`config.mk`:
```
export PLATFORM = sky130hd
export DESIGN_NAME = mii_net_crc32_stream_flat
export DESIGN_NICKNAME = d
export VERILOG_FILES = /design/src/rtl/mii_net_crc32_stream_if.sv /design/src/rtl/mii_net_crc32_stream.sv /design/src/flat_wrapper.sv
export SDC_FILE = /design/constraint.sdc
export NUM_CORES = 1
export LEC_CHECK = 0
export CORE_ASPECT_RATIO = 1.1
export CORE_MARGIN = 5
export CORE_UTILIZATION = 50
export DETAILED_ROUTE_END_ITERATION = 16
export GPL_ROUTABILITY_DRIVEN = 1
export GPL_TIMING_DRIVEN = 0
export PLACE_DENSITY_LB_ADDON = 0.2
export SLEW_MARGIN = 20
export SYNTH_ARGS = -nofsm -noshare
export SYNTH_HDL_FRONTEND = slang
export SYNTH_SLANG_ARGS = --single-unit
```
`constraint.sdc`:
```
create_clock -name i_clk -period 2.9 [get_ports i_clk]
set_input_delay 0.29 -clock i_clk [delete_from_list [all_inputs] [get_ports i_clk]]
set_output_delay 0.29 -clock i_clk [all_outputs]
set_load 0.01 [all_outputs]
```
`src/rtl/mii_net_crc32_stream_if.sv`:
```
// Byte-lane ready/valid stream used on both sides of mii_net_crc32_stream.
// Lane k of data is bits [8k+7:8k]; lane 0 is the earliest byte on the wire.
interface mii_net_crc32_stream_if #(
  parameter int DATA_BYTES = 1
) ();
  logic [8*DATA_BYTES-1:0] data;
  logic [DATA_BYTES-1:0]   keep;
  logic                    valid;
  logic                    last;
  logic                    ready;

  modport master (output data, keep, valid, last, input ready);
  modport slave  (input data, keep, valid, last, output ready);
endinterface

```
`src/rtl/mii_net_crc32_stream.sv`:
```
// Streaming Ethernet FCS engine (reflected CRC-32, poly 0xEDB88320).
// Generate mode appends the 4-byte FCS after the last data beat; check mode
// forwards the frame untouched and pulses a good/bad status after it.
// Optional statistics counters are built when MII_CRC_STATS_EN is defined.
module mii_net_crc32_stream #(
  parameter int          DATA_BYTES  = 1,
  parameter logic [31:0] CRC_INIT    = 32'hFFFF_FFFF,
  parameter logic [31:0] CRC_RESIDUE = 32'hDEBB_20E3
) (
  input  logic                         i_clk,
  input  logic                         i_nreset,
  input  logic                         i_check,
  mii_net_crc32_stream_if.slave        i_stream,
  mii_net_crc32_stream_if.master       o_stream,
  output logic [31:0]                  o_crc_reg,
  output logic                         o_status_valid,
  output logic                         o_fcs_ok
`ifdef MII_CRC_STATS_EN
  ,
  input  logic                         i_stats_clr,
  output logic [15:0]                  o_good_cnt,
  output logic [15:0]                  o_bad_cnt
`endif
);

  generate
    if ((DATA_BYTES != 1) && (DATA_BYTES != 2) && (DATA_BYTES != 4)) begin : g_bad_width
      $error("mii_net_crc32_stream: DATA_BYTES must be 1, 2 or 4");
    end
  endgenerate

  localparam int         FCS_BEATS = (4 + DATA_BYTES - 1) / DATA_BYTES;
  localparam logic [1:0] FCS_LAST  = 2'(FCS_BEATS - 1);

  typedef enum logic [1:0] {
    S_IDLE = 2'd0,
    S_DATA = 2'd1,
    S_FCS  = 2'd2
  } state_t;

  // Fold every kept lane, lane 0 first, each byte LSB-first.
  function automatic logic [31:0] crc_fold(
    input logic [31:0]               crc_in,
    input logic [8*DATA_BYTES-1:0]   data,
    input logic [DATA_BYTES-1:0]     keep
  );
    logic [31:0] c;
    c = crc_in;
    for (int k = 0; k < DATA_BYTES; k++) begin
      if (keep[k]) begin
        for (int b = 0; b < 8; b++) begin
          if (c[0] ^ data[8*k+b]) begin
            c = (c >> 1) ^ 32'hEDB8_8320;
          end else begin
            c = c >> 1;
          end
        end
      end else begin
        c = c;
      end
    end
    return c;
  endfunction

  // FCS bytes for output beat 'beat': byte n of the FCS is ~crc[8n+7:8n].
  function automatic logic [8*DATA_BYTES-1:0] fcs_lanes(
    input logic [31:0] crc_in,
    input logic [1:0]  beat
  );
    logic [31:0]             f;
    logic [8*DATA_BYTES-1:0] d;
    int                      idx;
    f = ~crc_in;
    d = '0;
    for (int k = 0; k < DATA_BYTES; k++) begin
      idx = int'(beat) * DATA_BYTES + k;
      if (idx < 4) begin
        d[8*k +: 8] = 8'(f >> (8 * idx));
      end else begin
        d[8*k +: 8] = 8'h00;
      end
    end
    return d;
  endfunction

  // Lane mask of an FCS beat: only lanes that carry one of the four FCS bytes.
  function automatic logic [DATA_BYTES-1:0] fcs_keep(input logic [1:0] beat);
    logic [DATA_BYTES-1:0] m;
    m = '0;
    for (int k = 0; k < DATA_BYTES; k++) begin
      if ((int'(beat) * DATA_BYTES + k) < 4) begin
        m[k] = 1'b1;
      end else begin
        m[k] = 1'b0;
      end
    end
    return m;
  endfunction

  state_t                  r_state;
  logic                    r_mode;
  logic [31:0]             r_crc;
  logic [1:0]              r_fcs_cnt;
  logic [8*DATA_BYTES-1:0] r_data;
  logic [DATA_BYTES-1:0]   r_keep;
  logic                    r_valid;
  logic                    r_last;
  logic                    r_status_valid;
  logic                    r_fcs_ok;
  logic                    r_run;

  logic                    w_out_free;
  logic                    w_ready;
  logic                    w_accept;
  logic                    w_mode;
  logic [31:0]             w_crc_base;
  logic [31:0]             w_crc_next;

  // Handshake and next-CRC decode; the first beat of a frame folds from CRC_INIT.
  always_comb begin
    w_out_free = (!r_valid) || o_stream.ready;
    w_ready    = r_run && (r_state != S_FCS) && w_out_free;
    w_accept   = i_stream.valid && w_ready;
    if (r_state == S_IDLE) begin
      w_mode     = i_check;
      w_crc_base = CRC_INIT;
    end else begin
      w_mode     = r_mode;
      w_crc_base = r_crc;
    end
    w_crc_next = crc_fold(w_crc_base, i_stream.data, i_stream.keep);
  end

  // Frame FSM, CRC register, output stage and status pulse.
  always_ff @(posedge i_clk or negedge i_nreset) begin
    if (!i_nreset) begin
      r_state        <= S_IDLE;
      r_mode         <= 1'b0;
      r_crc          <= CRC_INIT;
      r_fcs_cnt      <= 2'd0;
      r_data         <= '0;
      r_keep         <= '0;
      r_valid        <= 1'b0;
      r_last         <= 1'b0;
      r_status_valid <= 1'b0;
      r_fcs_ok       <= 1'b0;
      r_run          <= 1'b0;
    end else begin
      r_run          <= 1'b1;
      r_status_valid <= 1'b0;
      // Output register empties when downstream takes it; a load below overrides.
      if (w_out_free) begin
        r_valid <= 1'b0;
      end
      case (r_state)
        S_IDLE, S_DATA: begin
          if (w_accept) begin
            r_data  <= i_stream.data;
            r_keep  <= i_stream.keep;
            r_valid <= 1'b1;
            r_crc   <= w_crc_next;
            r_mode  <= w_mode;
            if (i_stream.last) begin
              if (w_mode) begin
                // Check mode: close the frame and report on the next cycle.
                r_last         <= 1'b1;
                r_status_valid <= 1'b1;
                r_fcs_ok       <= (w_crc_next == CRC_RESIDUE);
                r_state        <= S_IDLE;
              end else begin
                // Generate mode: the FCS beats carry the end of frame.
                r_last    <= 1'b0;
                r_fcs_cnt <= 2'd0;
                r_state   <= S_FCS;
              end
            end else begin
              r_last  <= 1'b0;
              r_state <= S_DATA;
            end
          end
        end
        S_FCS: begin
          if (w_out_free) begin
            r_data  <= fcs_lanes(r_crc, r_fcs_cnt);
            r_keep  <= fcs_keep(r_fcs_cnt);
            r_valid <= 1'b1;
            if (r_fcs_cnt == FCS_LAST) begin
              r_last  <= 1'b1;
              r_crc   <= CRC_INIT;
              r_state <= S_IDLE;
            end else begin
              r_last    <= 1'b0;
              r_fcs_cnt <= r_fcs_cnt + 2'd1;
            end
          end
        end
        default: begin
          r_state <= S_IDLE;
          r_crc   <= CRC_INIT;
        end
      endcase
    end
  end

  assign i_stream.ready  = w_ready;
  assign o_stream.data   = r_data;
  assign o_stream.keep   = r_keep;
  assign o_stream.valid  = r_valid;
  assign o_stream.last   = r_last;
  assign o_crc_reg       = r_crc;
  assign o_status_valid  = r_status_valid;
  assign o_fcs_ok        = r_fcs_ok;

`ifdef MII_CRC_STATS_EN
  logic [15:0] r_good_cnt;
  logic [15:0] r_bad_cnt;

  // Saturating good/bad frame counters; clear beats a same-cycle increment.
  always_ff @(posedge i_clk or negedge i_nreset) begin
    if (!i_nreset) begin
      r_good_cnt <= 16'h0000;
      r_bad_cnt  <= 16'h0000;
    end else if (i_stats_clr) begin
      r_good_cnt <= 16'h0000;
      r_bad_cnt  <= 16'h0000;
    end else if (r_status_valid) begin
      if (r_fcs_ok) begin
        if (r_good_cnt != 16'hFFFF) begin
          r_good_cnt <= r_good_cnt + 16'd1;
        end
      end else begin
        if (r_bad_cnt != 16'hFFFF) begin
          r_bad_cnt <= r_bad_cnt + 16'd1;
        end
      end
    end
  end

  assign o_good_cnt = r_good_cnt;
  assign o_bad_cnt  = r_bad_cnt;
`endif

endmodule

```
`src/flat_wrapper.sv`:
```
// flat-port wrapper written by rule: the top's interface ports become plain ports
module mii_net_crc32_stream_flat 
#(
  parameter int          DATA_BYTES  = 1,
  parameter logic [31:0] CRC_INIT    = 32'hFFFF_FFFF,
  parameter logic [31:0] CRC_RESIDUE = 32'hDEBB_20E3
)
  (i_clk, i_nreset, i_check, o_crc_reg, o_status_valid, o_fcs_ok, i_stream_data, i_stream_keep, i_stream_valid, i_stream_last, i_stream_ready, o_stream_data, o_stream_keep, o_stream_valid, o_stream_last, o_stream_ready);
  mii_net_crc32_stream_if #(.DATA_BYTES(DATA_BYTES)) i_stream_i ();
  mii_net_crc32_stream_if #(.DATA_BYTES(DATA_BYTES)) o_stream_i ();
  input  logic i_clk;
  input  logic i_nreset;
  input  logic i_check;
  output logic [31:0] o_crc_reg;
  output logic o_status_valid;
  output logic o_fcs_ok;
  input wire logic [$bits(i_stream_i.data)-1:0] i_stream_data;
  input wire logic [$bits(i_stream_i.keep)-1:0] i_stream_keep;
  input wire logic [$bits(i_stream_i.valid)-1:0] i_stream_valid;
  input wire logic [$bits(i_stream_i.last)-1:0] i_stream_last;
  output wire logic [$bits(i_stream_i.ready)-1:0] i_stream_ready;
  output wire logic [$bits(o_stream_i.data)-1:0] o_stream_data;
  output wire logic [$bits(o_stream_i.keep)-1:0] o_stream_keep;
  output wire logic [$bits(o_stream_i.valid)-1:0] o_stream_valid;
  output wire logic [$bits(o_stream_i.last)-1:0] o_stream_last;
  input wire logic [$bits(o_stream_i.ready)-1:0] o_stream_ready;
  assign i_stream_i.data = i_stream_data;
  assign i_stream_i.keep = i_stream_keep;
  assign i_stream_i.valid = i_stream_valid;
  assign i_stream_i.last = i_stream_last;
  assign i_stream_ready = i_stream_i.ready;
  assign o_stream_data = o_stream_i.data;
  assign o_stream_keep = o_stream_i.keep;
  assign o_stream_valid = o_stream_i.valid;
  assign o_stream_last = o_stream_i.last;
  assign o_stream_i.ready = o_stream_ready;
  mii_net_crc32_stream #(.DATA_BYTES(DATA_BYTES), .CRC_INIT(CRC_INIT), .CRC_RESIDUE(CRC_RESIDUE)) u_core (.i_clk(i_clk), .i_nreset(i_nreset), .i_check(i_check), .i_stream(i_stream_i), .o_stream(o_stream_i), .o_crc_reg(o_crc_reg), .o_status_valid(o_status_valid), .o_fcs_ok(o_fcs_ok));
endmodule
```
Yosys cells after proc, flatten, opt, wreduce, memory -nomap -nowiden

Cells that the tools add are included.

Add/subtract/negate cells: 1
Magnitude comparators: 1
Equality and inequality tests: 11
Shifts and indexed selects: 1
Muxes and demuxes: 54
Bitwise logic cells: 17
Reduce and logical (&&, ||, !) cells: 13

Operator list:

| kind                                                                     | count |
|---|---|
| 32-bit 2-to-1 mux                                                        | 20 |
| 13-bit inverter with 14-bit output                                       | 8 |
| 32-bit one-hot mux with 2 select lines                                   | 1 |
| 32-bit == test (second input constant)                                   | 1 |
| 32-bit inverter                                                          | 1 |
| 32-bit by 5-bit right shift with 8-bit output                            | 1 |
| 8-bit 2-to-1 mux                                                         | 3 |
| 2-bit 2-to-1 mux                                                         | 10 |
| 8-bit one-hot mux with 2 select lines                                    | 1 |
| 1-bit 2-to-1 mux                                                         | 14 |
| 2-bit inequality test (second input constant)                            | 4 |
| 2-bit one-hot mux with 2 select lines                                    | 2 |
| 1-bit XOR                                                                | 8 |
| 2-bit by 1-bit inequality test with 1-bit output (second input constant) | 3 |
| 1-bit one-hot mux with 2 select lines                                    | 3 |
| 3-bit AND reduction                                                      | 2 |
| 6-bit AND reduction                                                      | 1 |
| 2-bit == test (second input constant)                                    | 2 |
| 4-bit AND reduction                                                      | 1 |
| 1-bit logical AND                                                        | 3 |
| 2-bit by 3-bit < comparator with 1-bit output (second input constant)    | 1 |
| 2-bit by 1-bit adder with 2-bit output (second input constant)           | 1 |
| 2-bit by 1-bit == test with 1-bit output (second input constant)         | 1 |
| 2-bit zero test                                                          | 1 |
| 5 further kinds                                                          | 5 |

Register bits: 51
Logic and storage cells: 109

Longest topological paths before layout

Gate-level depths: netlist (run 1).

Depth in word-level cells: 28
Mapped depth: 11

Least setup slack after synthesis (run 1)

No wires, ideal clock.

Kind: reg2reg
Start: register u_core.r_crc[5] (netlist: u_core.o_crc_reg[5])
End: register u_core.r_fcs_ok (netlist: u_core.o_fcs_ok)
Setup time: 121 ps
Data arrival time: 2806 ps
Path slack: -27 ps
Cell stages (with the launch flop): 11
Clock period less this slack: 2927 ps
Path through: dfstp_2 -> clkbuf_1 -> o21bai_1 -> xor2_2 -> xnor3_1 -> or4b_1 -> o311a_1 -> nand3_1 -> nor4_1 -> and4b_1 -> a32o_2

Cells in the longest elaborated chain, start to end: 21

Ends and longest elaborated chain:

| what                                         | RTL line                    | source |
|---|---|---|
| start: declaration                           | mii_net_crc32_stream.sv:102 | `logic [31:0] r_crc;` |
| start signal: assignment                     | mii_net_crc32_stream.sv:161 | `r_crc <= w_crc_next;` |
| 32-bit 2-to-1 mux *                          | mii_net_crc32_stream.sv:124 | `if (r_state == S_IDLE) begin` |
| 32-bit 2-to-1 mux                            | mii_net_crc32_stream.sv:52  | `if (c[0] ^ data[8*k+b]) begin` |
| 32-bit 2-to-1 mux                            | mii_net_crc32_stream.sv:50  | `if (keep[k]) begin` |
| 32-bit 2-to-1 mux                            | mii_net_crc32_stream.sv:52  |  |
| 32-bit 2-to-1 mux                            | mii_net_crc32_stream.sv:50  |  |
| 32-bit 2-to-1 mux                            | mii_net_crc32_stream.sv:52  |  |
| 32-bit 2-to-1 mux                            | mii_net_crc32_stream.sv:50  |  |
| 32-bit 2-to-1 mux                            | mii_net_crc32_stream.sv:52  |  |
| [5 not listed]                               | n/a                         |  |
| 32-bit 2-to-1 mux                            | mii_net_crc32_stream.sv:50  |  |
| 13-bit inverter with 14-bit output (no line) | n/a                         |  |
| 32-bit 2-to-1 mux                            | mii_net_crc32_stream.sv:52  |  |
| 32-bit 2-to-1 mux                            | mii_net_crc32_stream.sv:50  |  |
| 13-bit inverter with 14-bit output (no line) | n/a                         |  |
| 32-bit 2-to-1 mux                            | mii_net_crc32_stream.sv:52  |  |
| 32-bit 2-to-1 mux *                          | mii_net_crc32_stream.sv:50  |  |
| 32-bit == test *                             | mii_net_crc32_stream.sv:168 | `r_fcs_ok <= (w_crc_next == CRC_RESIDUE);` |
| end signal: assignment                       | mii_net_crc32_stream.sv:168 |  |
| end: declaration                             | mii_net_crc32_stream.sv:109 | `logic r_fcs_ok;` |

Every way passes the cells marked *; elsewhere a longest branch is shown, timed or not. The select of a mux whose other input is x is not followed.
A chain may end at the register's enable or synchronous reset.

Worst setup path after layout (run 1)

Ends and elaborated chain as after synthesis.

==> summary.md, run 1 <==
| Metric | Value |
|---|---|
| Status | finished with violations |
| Failing checks | setup timing |
| Total CTS buffers | 5 |
| Largest register FFs | 32 |
| Mapped Cells | ~440 |
| Peak supply drop | 0.739 mV |
| Max-slew violations | 0 |
| Mapped Avg Cell Area | around 9 um2 |
| Max Freq | about 0.34 GHz |
| # DRC | 0 |
| Root buffer cell | clkbuf_8 |
| Clock Latency Late Sink | 330 ps |
| Initial antenna violation count | 0 |
| Inst Count DP | around 600 |
| Max Cap Violations | 0 |
| Sequential share of the synthesized area | approximately 33% |
| Post-synth EDFFs | 0 |
| Routed wire length per instance | ~21 um |
| Die W | ~95 um |
| Grt met3 use | between 4 and 5% |
| IO buf count | 53 |
| DR iter-0 viols | between 200 and 300 |
| Critical path launch point type | flop |
| Global-route wire length before repair | between 20000 and 25000 um |
| Synth-to-Final Area Change | 31.0% |
| Synth area leaders | dfstp_2, dfrtp_1, xnor2_1, nor2_1, a21oi_1 |
| Slew of the pin with the lowest slew margin | ~810 ps |
| Final nets | between 500 and 600 |
| CTS tree | done |
| I/O pin count | 61 |
| Area leader, netlist | dfstp_2 |
| CP Cell Sequence | o21bai_2, xor2_2, buf_4, xnor2_1, xnor2_2, or4b_4, a2111oi_4, and4b_1, a32o_2 |
| Busiest grt layer | met2 |
| CP Max Fanout | 8 |
| Period utilisation layout | 100% |
| Pin count of the biggest net entering global routing | 29 |
| Post-synthesis cell area | 0.00395 mm2 |
| Critical Path Max Stage Delay | roughly 700 ps |
| Met1 usage | a little under two fifths |
| Antenna fix cells | 0 |
| Final Power | about 7.0 mW |
| Vias per std cell | about 6 |
| Synth Net Count | about 450 |
| Relative slew slack | a little under half |
| RSZ-0062 raised after global routing | true |
| Worst-path clk slew | 120 ps |
| Tmin final | 2900 ps |
| ANT nets after route | 0 |
| Tot GR Track Use | approximately 28% |
| Synth warn | 0 |
| Routability cong. | 0.939 |
| Core Util, Final | between 60% and 70% |
| Core area | approximately 0.0078 mm2 |
| Final WS setup | -2.34 ps |
| Hold slack | approximately 300 ps |
| Register bit total from synthesis | 51 |
| Total clock sinks | 51 |
| Rows | 34 |
| Non-filler cells, final | 634 |
| CTS HTree Levels | 2 |
| Final setup viols | 1 |
| Netlist cell types | 61 |
| M2 GR Usage | 45.4% |
| Place WS | -562 ps |
| Yosys top cell area share | a little over a fifth |
| Drt pass-1 iters | 5 |
| Pleak | approximately 2 nW |
| HP Class | in -> reg |
| Synth cell count leaders | nor2_1, xnor2_1, a21oi_1 |
| Die H | between 100 and 150 um |
| Crit end category | flop |
| CP max-delay cell | dfstp_2 |
| Commonest register cell after synthesis | dfstp_2 |
| Clock Path Buffers | 2 |
| Remaining global-route overflow | 0 |
| Dpl hpwl | just under 10000 um |
| Share of post-route cells with drive strength above 1 | about 25% |
| Most frequent cell after synthesis | nor2_1 |
| Worst EP required | ~3200 ps |
| Skew final | 16.8 ps |
| Initial core utilization | between 50% and 60% |
| Vias in the first global route | about 3600 |
| Final wirelength | 13400 um |
| PwrDens | roughly 1300 mW/mm2 |
| Ys async rst share | between 90% and 100% |
| Arrival time of the worst setup path | ~3200 ps |
| Critical path class | reg -> reg |
| Die area | between 0.009 and 0.01 mm2 |
| Via count | ~3800 |
| Hold Fails Final Rpt | 0 |
[metrics by stage]
stage          setup TNS, ps  area [um2]
5_1_grt                 -106        5170
3_3_place_gp            -871        4620
3_5_place_dp            -899        4630
4_1_cts                -87.0        4920
6_report               -2.34        5170
2_1_floorplan              0        3950
[power breakdown]
part	total (mW)	leakage (nW)	internal [mW]	switching [mW]
combinational	4.87	1.38	2.41	2.46
sequential	1.65	0.576	1.17	0.481
clock	0.451	0.0452	0.177	0.275
[final cells by class]
cell class | count | area (um2)
plain buffers | 34 | 179
multi-input cells | 338 | 2620
inverters | 8 | 30.0
fillers | 669 | 2650
clock buffers | 5 | 68.8
flip-flops and latches | 51 | 1320
repair buffers | 87 | 800
clock inverters | 3 | 25.0
well taps | 108 | 135
[metal layers]
metal / up-vias / wire length, um
li1: 1715 / -
met1: 1877 / 5540
met2: 206 / 6370
met3: 39 / 1060
met4: 0 / 460
met5: - / 0
[final timing paths]
check                                               startpoint                                  end  slack, ps  cells past startpoint
max                            u_core.o_crc_reg[5]$_DFFE_PN1P_          u_core.o_fcs_ok$_DFFE_PN0P_         -2                      9
min                                           i_stream_data[3]  u_core.o_stream.data[3]$_DFFE_PN0P_        300                      3
max reg2reg                    u_core.o_crc_reg[5]$_DFFE_PN1P_          u_core.o_fcs_ok$_DFFE_PN0P_         -2                      9
min reg2reg                u_core.o_stream.data[5]$_DFFE_PN0P_  u_core.o_stream.data[5]$_DFFE_PN0P_        480                      2
max in group asynchronous                             i_nreset     u_core.o_crc_reg[12]$_DFFE_PN1P_       1800                      3
min in group asynchronous                             i_nreset     u_core.o_stream.last$_DFFE_PN0P_        460                      2
[timing repair]
item / in CTS / in global routing
setup buffers: 9 / 23
endpoints found under the hold margin: 14 / 0
setup endpoints to repair: 4 / 3
hold buffers: 1 / 0
gates resized for setup: 24 / 25
pin swaps: 5 / 17
[kinds of logic (layout without fill, tap and decap cells)]
family                     after synthesis  in the layout  synth area share, %
and+or+nand+nor                        131            131                 16.2
AOI/OAI and AO/OA                      116            116                 19.5
xor gates and xnor gates                78             78                 19.5
DFF                                     51             51                 33.3
buffers and inverters                   48            137                 5.67
muxes                                   11             11                 5.38
adders and majority gates                1              1                0.317
other                                    1              1               0.0949
[critical path: cells and delay by family (launching register included)]
kind / cells / cell delay [ps]
simple gates: 2 / 760
compound gates: 3 / 730
flops: 1 / 690
xor+xnor: 3 / 490
buf+inv: 1 / 180
[cell usage in the layout (no fill, tap or decap), types with 4 or more instances in the layout]
| cell type | count |
|---|---|
| or3_1 | 5 |
| buf_2 | 5 |
| nand2_1 | 19 |
| xnor3_1 | 4 |
| dfstp_2 | 32 |
| mux4_2 | 8 |
| dfrtp_1 | 18 |
| clkdlybuf4s50_1 | 52 |
| clkbuf_8 | 5 |
| o211ai_1 | 7 |
| nand2b_1 | 7 |
| nor3_1 | 8 |
| clkbuf_1 | 20 |
| inv_1 | 8 |
| xnor2_2 | 7 |
| o21ai_0 | 18 |
| nor2_1 | 58 |
| xnor2_4 | 4 |
| xnor2_1 | 42 |
| a21oi_1 | 36 |
| xor2_1 | 17 |
| a31oi_1 | 6 |
| o22ai_1 | 6 |
| buf_4 | 34 |
| nand3_1 | 7 |
| o22a_1 | 18 |
No activity file was read; power rests on OpenSTA's default activity.
==> run 2: changes to the inputs <==
--- a/config.mk
+++ b/config.mk
@@ -6,11 +6,12 @@
 export NUM_CORES = 1
 export LEC_CHECK = 0
 export CORE_ASPECT_RATIO = 1.1
-export CORE_MARGIN = 5
-export CORE_UTILIZATION = 50
+export CORE_MARGIN = 4
+export CORE_UTILIZATION = 58
 export DETAILED_ROUTE_END_ITERATION = 16
+export DONT_BUFFER_PORTS = 1
 export GPL_ROUTABILITY_DRIVEN = 1
-export GPL_TIMING_DRIVEN = 0
+export GPL_TIMING_DRIVEN = 1
 export PLACE_DENSITY_LB_ADDON = 0.2
 export SLEW_MARGIN = 20
 export SYNTH_ARGS = -nofsm -noshare
==> run 2 against run 1 <==
Compared with the run above: sequential share of layout area rose by 4.0 points; register-to-register slack better by 60 ps; the flow now finishes without violations; first-iteration DRC count is 37% lower; sequential power grew 6%.
==> summary.md, run 2 (synthesis gave the netlist of run 1 again) <==
| Metric | Value |
|---|---|
| Status | finished clean |
| Final nets | 469 (-13%) |
| Max Freq | 0.352 GHz (+2.3%) |
| Min-delay src | i_stream_keep |
| Routability cong. | 0.959 (+2.1%) |
| Psw | 2.91 mW (-9.3%) |
| Clock Latency Late Sink | 320 ps (about the same) |
| Routed wire length per instance | 22.5 um (+6.3%) |
| Total CTS buffers | 5 (unchanged) |
| Final wirelength | 12100 um (-10%) |
| Clock Path Buffers | 2 (unchanged) |
| PwrDens | 1390 mW/mm2 (+2.9%) |
| Die W | 86.7 um (-8.5%) |
| Root buffer cell | clkbuf_8 |
| I/O pin count | 61 (unchanged) |
| Drt pass-1 iters | 5 (unchanged) |
| Multi-input logic area | 0.00252 mm2 (-3.8%) |
| Switching share of power | 47.0% (+0.94 points) |
| Slew of the pin with the lowest slew margin | 711 ps (-97.7 ps) |
| Initial core utilization | 59.9% (+9.4 points) |
| Clk pwr share | 7.5% (+1.0 points) |
| Pin count of the biggest net entering global routing | 73 (+150%) |
| Dpl hpwl | 8720 um (-11%) |
| Sequential cell fraction of total power | 28.3% (+4.6 points) |
| CP Cell Sequence | buf_4, xnor2_1, nor2_1, xnor2_1, buf_4, xor2_2, xnor2_1, nor4b_1, a311oi_1, buf_4, nor4_2, a32o_2 |
| Crit. path cell count | 12 (+3) |
| Largest register FFs | 32 (unchanged) |
| Crit path max-delay family | XOR/XNOR gates |
| Initial antenna violation count | 0 (unchanged) |
| Via count | 3433 (-11%) |
| Die area | 0.00820 mm2 (-16%) |
| Max-slew violations | 0 (unchanged) |
| Synth-to-Final Area Change | 13.1% |
| CTS tree | done |
| Critical path class | reg -> reg |
| Total clock sinks | 51 (unchanged) |
| Core Util, Final | 67.7% (+1.6 points) |
| Rows | 31 (-8.8%) |
| Relative slew slack | 52.6% (+6.5 points) |
| Tot GR Track Use | 30.5% (+2.3 points) |
| Reg area | 0.00132 mm2 (unchanged) |
| Filler cell count | 568 (-15%) |
| Worst EP required | 3100 ps (-70 ps) |
| CP Max Fanout | 5 (-3) |
| Final setup viols | 0 (-1) |
| Core area | 0.00659 mm2 (-16%) |
| Hold Crit Depth | 1 (-2) |
| Hold slack | 70.2 ps (-226 ps) |
| CP bufs+invs | 3 (+2) |
| Antenna fix cells | 0 (unchanged) |
| Global-route wire length before repair | 18700 um (-9.0%) |
| Cell-internal power | 3.28 mW (-13%) |
| CTS HTree Levels | 2 (unchanged) |
| Die H | 94.6 um (-8.4%) |
| Crit end category | flop |
| Logic gate share of total power | 64.2% (-5.6 points) |
| Worst r2r src | u_core.o_crc_reg[1]$_DFFE_PN1P_ |
| Arrival time of the worst setup path | 3040 ps (-130 ps) |
| Hold Fails Final Rpt | 0 (unchanged) |
| DR iter-0 viols | 183 (-37%) |
| # DRC | 0 (unchanged) |
| Worst-path clk slew | 90 ps (-30 ps) |
| Share of post-route cells with drive strength above 1 | 27.3% (+2.4 points) |
| IO buf count | 0 (-100%) |
| Final Power | 6.19 mW (-11%) |
| ANT nets after route | 0 (unchanged) |
| Vias per std cell | 6.40 (+5.8%) |
| R2R depth | 12 (+3) |
| Critical Path Start | u_core.o_crc_reg[1]$_DFFE_PN1P_ |
| Period utilisation layout | 97.8% (-2.2 points) |
| Critical path launch point type | flop |
| Critical Path Max Stage Delay | 600 ps (-90 ps) |
| Commonest non-fill, non-tap cells in the layout | nor2_1, xnor2_1, buf_4 |
| CP max-delay cell | dfstp_2 |
| Remaining global-route overflow | 0 (unchanged) |
| Max Cap Violations | 0 (unchanged) |
| HP Class | in -> reg |
| Tmin final | 2840 ps (-64.9 ps) |
| Pleak | 1.75 nW (-13%) |
| Peak supply drop | 0.805 mV (+8.9%) |
| Skew final | 16.7 ps (-0.104 ps) |
| Vias in the first global route | 3329 (-8.2%) |
| Commonest non-fill, non-tap cell in the layout | nor2_1 |
## run 2: changes by cell type in the layout (fill, tap and decap cells not counted), moves of 4 or more
cell	delta
xnor2_1	+4
buf_2	-5
clkdlybuf4s50_1	-52
buf_4	+11
clkbuf_1	-19
## run 2: repair_timing
action                     4_1_cts  5_1_grt
pin swaps                        0       13
hold endpoints to repair        51        0
gates resized for setup          1       22
setup endpoints to repair        1        1
hold buffers                     2        0
setup buffers                    0        9
## run 2: layer usage
metal	track usage (%)	vias to the layer above	share of wire, %
met1	40.7	1654	42
li1	-	1568	-
met3	5.06	30	8.3
met4	10.4	0	3.0
met2	50.2	181	47
met5	0	-	0
## run 2: area by class of cell
cell class | count | area share [%]
clock buffer | 8 | 2.24
timing repair buffer | 49 | 8.91
sequential | 51 | 29.5
tap | 82 | 2.30
multi-input combinational | 338 | 56.4
inverter | 8 | 0.672
## run 2: per-stage QoR
| step | instance area [um2] | worst slack (ps) | setup TNS, ps | std cells |
|---|---|---|---|---|
| after detailed placement | 4150 | 8.43 | 0 | 517 |
| after floorplan | 3950 | 13.7 | 0 | 437 |
| after global routing | 4470 | -12.7 | -12.7 | 536 |
| after global placement | 4150 | 15.6 | 0 | 517 |
| after CTS | 4290 | 10.3 | 0 | 527 |
| final | 4470 | 62.6 | 0 | 536 |
## run 2: worst paths after layout
check / endpoint / slack, ps
setup / recovery: u_core.o_fcs_ok$_DFFE_PN0P_ / 60
hold / removal: u_core.o_crc_reg[0]$_DFFE_PN1P_ / 70
setup reg to reg: u_core.o_fcs_ok$_DFFE_PN0P_ / 60
hold reg to reg: u_core.r_mode$_DFFE_PN0P_ / 510
max in group asynchronous: u_core.o_crc_reg[22]$_DFFE_PN1P_ / 2110
min in group asynchronous: u_core.r_state[1]$_DFFE_PN0P_ / 490
## run 2: power by group through the flow
stage | combinational, mW | clock (mW) | sequential, mW
floorplan | 2.64 | 0 | 1.56
global placement | 3.57 | 0 | 1.75
detailed placement | 3.60 | 0 | 1.76
CTS | 3.65 | 0.474 | 1.75
global route | 4.29 | 0.492 | 1.80
finish | 3.97 | 0.463 | 1.75
==> run 3: changes to the inputs <==
--- a/config.mk
+++ b/config.mk
@@ -13,7 +13,7 @@
 export GPL_ROUTABILITY_DRIVEN = 1
 export GPL_TIMING_DRIVEN = 1
 export PLACE_DENSITY_LB_ADDON = 0.2
-export SLEW_MARGIN = 20
+export SLEW_MARGIN = 5
 export SYNTH_ARGS = -nofsm -noshare
 export SYNTH_HDL_FRONTEND = slang
 export SYNTH_SLANG_ARGS = --single-unit
==> results of run 3 <==
The final DEF is identical to that of run 2; final timing and power are the same.
